[src/rtl/regbank_rr_ctrl.sv]
// regbank_rr_ctrl: round-robin arbitrated write port in front of a small
// resettable register bank. A clear sequencer zeroes the bank one entry
// per cycle and blocks all writes while it runs. Reads are combinational.
module regbank_rr_ctrl #(
    parameter  int NREQ  = 4,
    parameter  int DEPTH = 4,
    parameter  int WIDTH = 4,
    localparam int AW    = $clog2(DEPTH)
) (
    input  logic                  clk,
    input  logic                  reset,
    input  logic [NREQ-1:0]       req,
    input  logic [NREQ*AW-1:0]    wr_addr,
    input  logic [NREQ*WIDTH-1:0] wr_data,
    output logic [NREQ-1:0]       gnt,
    input  logic                  clr_all,
    output logic                  clr_busy,
    input  logic [AW-1:0]         rd_addr,
    output logic [WIDTH-1:0]      rd_data
);

    localparam int PW = (NREQ > 1) ? $clog2(NREQ) : 1;

    typedef enum logic {
        IDLE,
        CLEAR
    } state_t;

    state_t           state;
    logic [PW-1:0]    ptr;
    logic [AW-1:0]    clr_idx;
    logic             clr_busy_q;
    logic [WIDTH-1:0] bank [DEPTH];

    // Arbitration results
    int               scan_idx;
    logic             found;
    logic [PW-1:0]    gnt_idx;
    logic             grant_ok;
    logic [AW-1:0]    sel_addr;
    logic [WIDTH-1:0] sel_data;

    // Round-robin search starting at ptr, then mux the winner's address/data
    always_comb begin
        // NOTE: every variable gets a default before any branch so no latch is inferred.
        scan_idx = 0;
        found    = 1'b0;
        gnt_idx  = '0;
        sel_addr = '0;
        sel_data = '0;
        for (int k = 0; k < NREQ; k++) begin
            scan_idx = int'(ptr) + k;
            if (scan_idx >= NREQ) begin
                scan_idx = scan_idx - NREQ;
            end
            if (!found && req[PW'(scan_idx)]) begin
                found   = 1'b1;
                gnt_idx = PW'(scan_idx);
            end
        end
        for (int i = 0; i < NREQ; i++) begin
            if (gnt_idx == PW'(i)) begin
                sel_addr = wr_addr[i*AW +: AW];
                sel_data = wr_data[i*WIDTH +: WIDTH];
            end
        end
    end

    // A grant exists only in IDLE, out of reset, with no clear request pending
    assign grant_ok = (state == IDLE) && !clr_all && !reset && found;
    assign gnt      = grant_ok ? (NREQ'(1) << gnt_idx) : '0;
    assign clr_busy = clr_busy_q;
    assign rd_data  = bank[rd_addr];

    // Sequencer, round-robin pointer and bank storage
    always_ff @(posedge clk or posedge reset) begin
        if (reset) begin
            state      <= IDLE;
            ptr        <= '0;
            clr_idx    <= '0;
            clr_busy_q <= 1'b0;
            // NOTE: the bank is architecturally resettable, so every entry is cleared here
            // (this costs a reset on each flop; a plain RAM would not be reset).
            for (int d = 0; d < DEPTH; d++) begin
                bank[d] <= '0;
            end
        end else begin
            // NOTE: sequential state uses non-blocking assignments only, so all
            // registers update together from the pre-edge values.
            case (state)
                IDLE: begin
                    if (clr_all) begin
                        state      <= CLEAR;
                        clr_idx    <= '0;
                        clr_busy_q <= 1'b1;
                    end else if (grant_ok) begin
                        bank[sel_addr] <= sel_data;
                        ptr            <= (gnt_idx == PW'(NREQ - 1)) ? '0 : gnt_idx + 1'b1;
                    end
                end
                CLEAR: begin
                    bank[clr_idx] <= '0;
                    if (clr_idx == AW'(DEPTH - 1)) begin
                        state      <= IDLE;
                        clr_idx    <= '0;
                        clr_busy_q <= 1'b0;
                    end else begin
                        clr_idx <= clr_idx + 1'b1;
                    end
                end
                default: begin
                    state      <= IDLE;
                    clr_idx    <= '0;
                    clr_busy_q <= 1'b0;
                end
            endcase
        end
    end

endmodule
[config.mk]
export PLATFORM = sky130hd
export DESIGN_NAME = regbank_rr_ctrl
export DESIGN_NICKNAME = d
export VERILOG_FILES = /design/src/rtl/regbank_rr_ctrl.sv
export SDC_FILE = /design/constraint.sdc
export NUM_CORES = 1
export LEC_CHECK = 0
export ABC_AREA = 1
export CORE_ASPECT_RATIO = 0.5
export CORE_UTILIZATION = 45
export CTS_CLUSTER_SIZE = 8
export DETAILED_ROUTE_END_ITERATION = 12
export PLACE_DENSITY = 0.73
export SKIP_LAST_GASP = 1
export SLEW_MARGIN = 20
export SYNTH_ARGS = -nofsm -noshare
export SYNTH_HDL_FRONTEND = slang
export SYNTH_SLANG_ARGS = --single-unit
[constraint.sdc]
create_clock -name clk -period 2.9 [get_ports clk]
set_input_delay 0.435 -clock clk [delete_from_list [all_inputs] [get_ports clk]]
set_output_delay 0.435 -clock clk [all_outputs]
set_load 0.05 [all_outputs]
==> run_summary.xml <==
<?xml version="1.0" encoding="UTF-8"?>
<metrics>
  <group name="die">
    <metric name="floorplan.io_pins" unit="">42</metric>
    <metric name="die_height" unit="um">47.4</metric>
    <metric name="die_area" unit="um2">4400</metric>
    <metric name="start_util" unit="%">47.3</metric>
    <metric name="die_w" unit="um">92.8</metric>
    <metric name="floorplan.rows" unit="">16</metric>
    <metric name="placeableCoreArea" unit="um2">3920</metric>
  </group>
  <group name="clocking">
    <metric name="cts-root-buf" unit="">sky130_fd_sc_hd__clkbuf_8</metric>
    <metric name="cts_num_sinks" unit="">22</metric>
    <metric name="clk_pin_slew_worst_paths" unit="ns">0.08</metric>
    <metric name="cts_made_buffers" unit="">3</metric>
    <metric name="clock_tree_from_tritoncts" unit="">built</metric>
    <metric name="clock_latency" unit="ns">0.26</metric>
    <metric name="cts_htree_levels" unit="">1</metric>
    <metric name="clock_tree.buffer_depth" unit="">2</metric>
    <metric name="cts_hold_bufs" unit="">0</metric>
  </group>
  <group name="layout">
    <metric name="area_added_between_synthesis_and_finish" unit="%">48.3</metric>
    <metric name="antennaDiodeCount" unit="">0</metric>
    <metric name="post_route_cells_drive_above_1_share" unit="%">24.8</metric>
    <metric name="finalNetCount" unit="">393</metric>
  </group>
  <group name="logic_synthesis">
    <metric name="mappedNetlistArea" unit="um2">1860</metric>
    <metric name="yosysWarnings" unit="">0</metric>
    <metric name="synthCells" unit="">288</metric>
    <metric name="postSynthRegisterBits" unit="">22</metric>
    <metric name="synth_seq_area_share" unit="%">29.6</metric>
    <metric name="leading_cell_types_by_count_after_synthesis" unit="">sky130_fd_sc_hd__nand2_1, sky130_fd_sc_hd__nand3_1, sky130_fd_sc_hd__inv_1</metric>
    <metric name="synth.distinct_cells" unit="">23</metric>
    <metric name="synth_area_leader_cell" unit="">sky130_fd_sc_hd__dfrtp_1</metric>
    <metric name="synth_area_per_cell" unit="um2">6.45</metric>
    <metric name="mappedNetlistNets" unit="">329</metric>
    <metric name="async_reset_ff_share" unit="%">100</metric>
    <metric name="number_of_enable_type_register_cells_in_the_synthesized_netlist" unit="">0</metric>
    <metric name="yosys-top-cells-area" unit="">sky130_fd_sc_hd__dfrtp_1, sky130_fd_sc_hd__nand2_1, sky130_fd_sc_hd__nand3_1</metric>
    <metric name="yosysTopAreaCellShare" unit="%">29.6</metric>
    <metric name="yosys_most_used_dff" unit="">sky130_fd_sc_hd__dfrtp_1</metric>
    <metric name="yosys.cell_count.top_type" unit="">sky130_fd_sc_hd__nand2_1</metric>
  </group>
  <group name="critical_path">
    <metric name="critPathCaptureType" unit="">flop</metric>
    <metric name="cp_slowest_stage_delay" unit="ns">0.49</metric>
    <metric name="timing.critical_path.slowest_stage_cell" unit="">sky130_fd_sc_hd__clkdlybuf4s50_1</metric>
    <metric name="critical_path_peak_fanout" unit="">5</metric>
    <metric name="critical_path_required" unit="ns">3.11</metric>
    <metric name="worst-endpoint-arrival" unit="ns">3.02</metric>
    <metric name="cell_by_cell_listing_of_the_critical_path" unit="">clkdlybuf4s50_1 &gt; inv_1 &gt; nand2_1 &gt; nand3_2 &gt; buf_4 &gt; nand3_1 &gt; nand2_1 &gt; nand2_1 &gt; nand3_2 &gt; buf_4 &gt; ha_4 &gt; a21oi_1 &gt; nand2_2 &gt; nand2_4 &gt; nand2_2 &gt; inv_1 &gt; nand3_4 &gt; nand2_4 &gt; nand2_1 &gt; nand2_1</metric>
    <metric name="r2r_setup_slack" unit="ns">0.09</metric>
    <metric name="crit_start_category" unit="">primary input</metric>
    <metric name="worst_path_most_repeated_cell" unit="">sky130_fd_sc_hd__nand2_1</metric>
    <metric name="crit_type" unit="">in -&gt; reg</metric>
  </group>
  <group name="placed_design">
    <metric name="globalplace.congestion" unit="">0.827</metric>
    <metric name="detailedPlacementHpwl" unit="mm">4.05</metric>
    <metric name="port-buffer-count" unit="">41</metric>
  </group>
  <group name="flow_run">
    <metric name="cap_viol_max_count" unit="">0</metric>
  </group>
  <group name="detailed_routing">
    <metric name="vias" unit="">2141</metric>
    <metric name="drc_errors" unit="">0</metric>
    <metric name="avgViaCountPerCell" unit="">5.29</metric>
    <metric name="first_pass_iters" unit="">5</metric>
    <metric name="antenna_left" unit="">0</metric>
    <metric name="drt_first_iter_violations" unit="">117</metric>
    <metric name="wl_cell" unit="um">13.4</metric>
    <metric name="wirelength" unit="mm">5.41</metric>
  </group>
  <group name="timing">
    <metric name="hold_viol_final" unit="">0</metric>
    <metric name="max_slew_margin" unit="%">44.8</metric>
    <metric name="worst-slew-pin-transition" unit="ns">0.826</metric>
    <metric name="fin_crit_sh" unit="%">97.1</metric>
    <metric name="rsz0062_at_grt" unit="">true</metric>
    <metric name="slew_viol_final" unit="">0</metric>
    <metric name="hold_slack" unit="ns">0.511</metric>
    <metric name="finalSetupTns" unit="ns">0</metric>
    <metric name="period_minus_slack" unit="ns">2.82</metric>
    <metric name="achievable-frequency" unit="MHz">355</metric>
    <metric name="report.final.setup_viol" unit="">0</metric>
    <metric name="finalClockSkew" unit="ns">0.00241</metric>
  </group>
  <group name="power_and_ir_drop">
    <metric name="peakVddDrop" unit="V">0.000970</metric>
    <metric name="powerDensity" unit="nW/um2">1390</metric>
    <metric name="report.power.total" unit="mW">3.84</metric>
    <metric name="power.leakage" unit="nW">1.33</metric>
  </group>
  <group name="global_route">
    <metric name="grt_pass1_vias" unit="">1762</metric>
    <metric name="antenna_found_initial" unit="">0</metric>
    <metric name="global_route.usage.total" unit="%">23.6</metric>
    <metric name="global_route.overflow_total" unit="">0</metric>
    <metric name="grt_start_max_net_pins" unit="">23</metric>
    <metric name="grt_pass1_wl" unit="mm">7.96</metric>
  </group>
  <group name="hold_path">
    <metric name="worstHoldPathType" unit="">reg -&gt; reg</metric>
  </group>
  <group name="status">
    <metric name="status" unit="">finished, final reports clean</metric>
  </group>
</metrics>
registers in the layout (all words and copies together) (netlist names):
| name | flops |
|---|---|
| state | 1 |
| ptr | 2 |
| bank | 16 |
| clr_idx | 2 |
| clr_busy | 1 |
worst max-delay path: cells and delay by family:
kind,cells,cell delay [ns]
simple gates,13,1.21
buf+inv,5,0.95
compound gates,1,0.25
fa+ha+maj,1,0.17
worst paths after layout:
check / from / end / cells past startpoint
worst max register to register: ptr[0] / bank[12] / 19
min in group asynchronous: reset / bank[4] / 2
max in group asynchronous: reset / bank[7] / 2
worst min-delay path: clr_busy / clr_busy / 2
worst min register to register: clr_busy / clr_busy / 2
worst max-delay path: req[1] / bank[12] / 20
per-layer routing:
layer / track usage [%] / wire length [um] / vias to the layer above
li1: - / - / 1060
met1: 31.3 / 2450 / 989
met2: 43.8 / 2600 / 84
met3: 3.02 / 294 / 8
met4: 4.00 / 62 / 0
met5: 0 / 0 / -
placed cells by master, fill, tap and decap left out, types with 4 or more instances in the layout:
cell type,Yosys,final
sky130_fd_sc_hd__clkdlybuf4s50_1,0,33
sky130_fd_sc_hd__nand3_2,4,7
sky130_fd_sc_hd__o22ai_1,9,7
sky130_fd_sc_hd__inv_2,5,7
sky130_fd_sc_hd__nand2_4,1,4
sky130_fd_sc_hd__nor2_2,0,6
sky130_fd_sc_hd__a21oi_1,10,7
sky130_fd_sc_hd__nor2_4,3,4
sky130_fd_sc_hd__buf_12,0,4
sky130_fd_sc_hd__ha_4,0,4
sky130_fd_sc_hd__nor2_1,24,17
sky130_fd_sc_hd__nand3_1,36,31
sky130_fd_sc_hd__o21ai_0,23,21
sky130_fd_sc_hd__buf_4,1,29
sky130_fd_sc_hd__inv_1,25,22
sky130_fd_sc_hd__ha_1,8,4
sky130_fd_sc_hd__nand2_1,96,93
sky130_fd_sc_hd__dfrtp_1,22,22
sky130_fd_sc_hd__nand2_2,8,8
final cells by class:
type                    instances  area (um2)
well taps                      54        67.6
inverters                      30         115
multi-input cells             229        1320
flip-flops and latches         22         551
clock buffers                   3        41.3
clock inverters                 1        30.0
repair buffers                 66         628
fillers                       312        1170
repair_timing:
| item | CTS | global route |
|---|---|---|
| setup buffers | 0 | 1 |
| endpoints found under the setup margin | 2 | 20 |
| gates resized for setup | 3 | 38 |
| pin swaps | 0 | 11 |
stage by stage:
step	setup slack [ns]	std cells	cell area, um2	util, %
after global placement	-0.0937	400	2510	63.9
after global routing	-0.0724	405	2750	70.2
after CTS	-0.00470	404	2580	65.9
after detailed placement	-0.198	400	2510	63.9
final	0.0839	405	2750	70.2
after floorplan	0.133	288	1860	-
logic make-up (layout without fill, tap and decap cells):
group,count (synthesis),after routing,synth area share (%)
AOI/OAI and AO/OA,47,47,14.3
adders and majority gates,8,8,5.39
and+or+nand+nor,174,174,42.5
buffers and inverters,37,100,8.15
DFF,22,22,29.6
power by group:
part	switching [mW]	internal (mW)
clock network	0.101	0.184
logic	1.86	1.23
registers	0.0883	0.379
(Power assumes the default switching activity.)
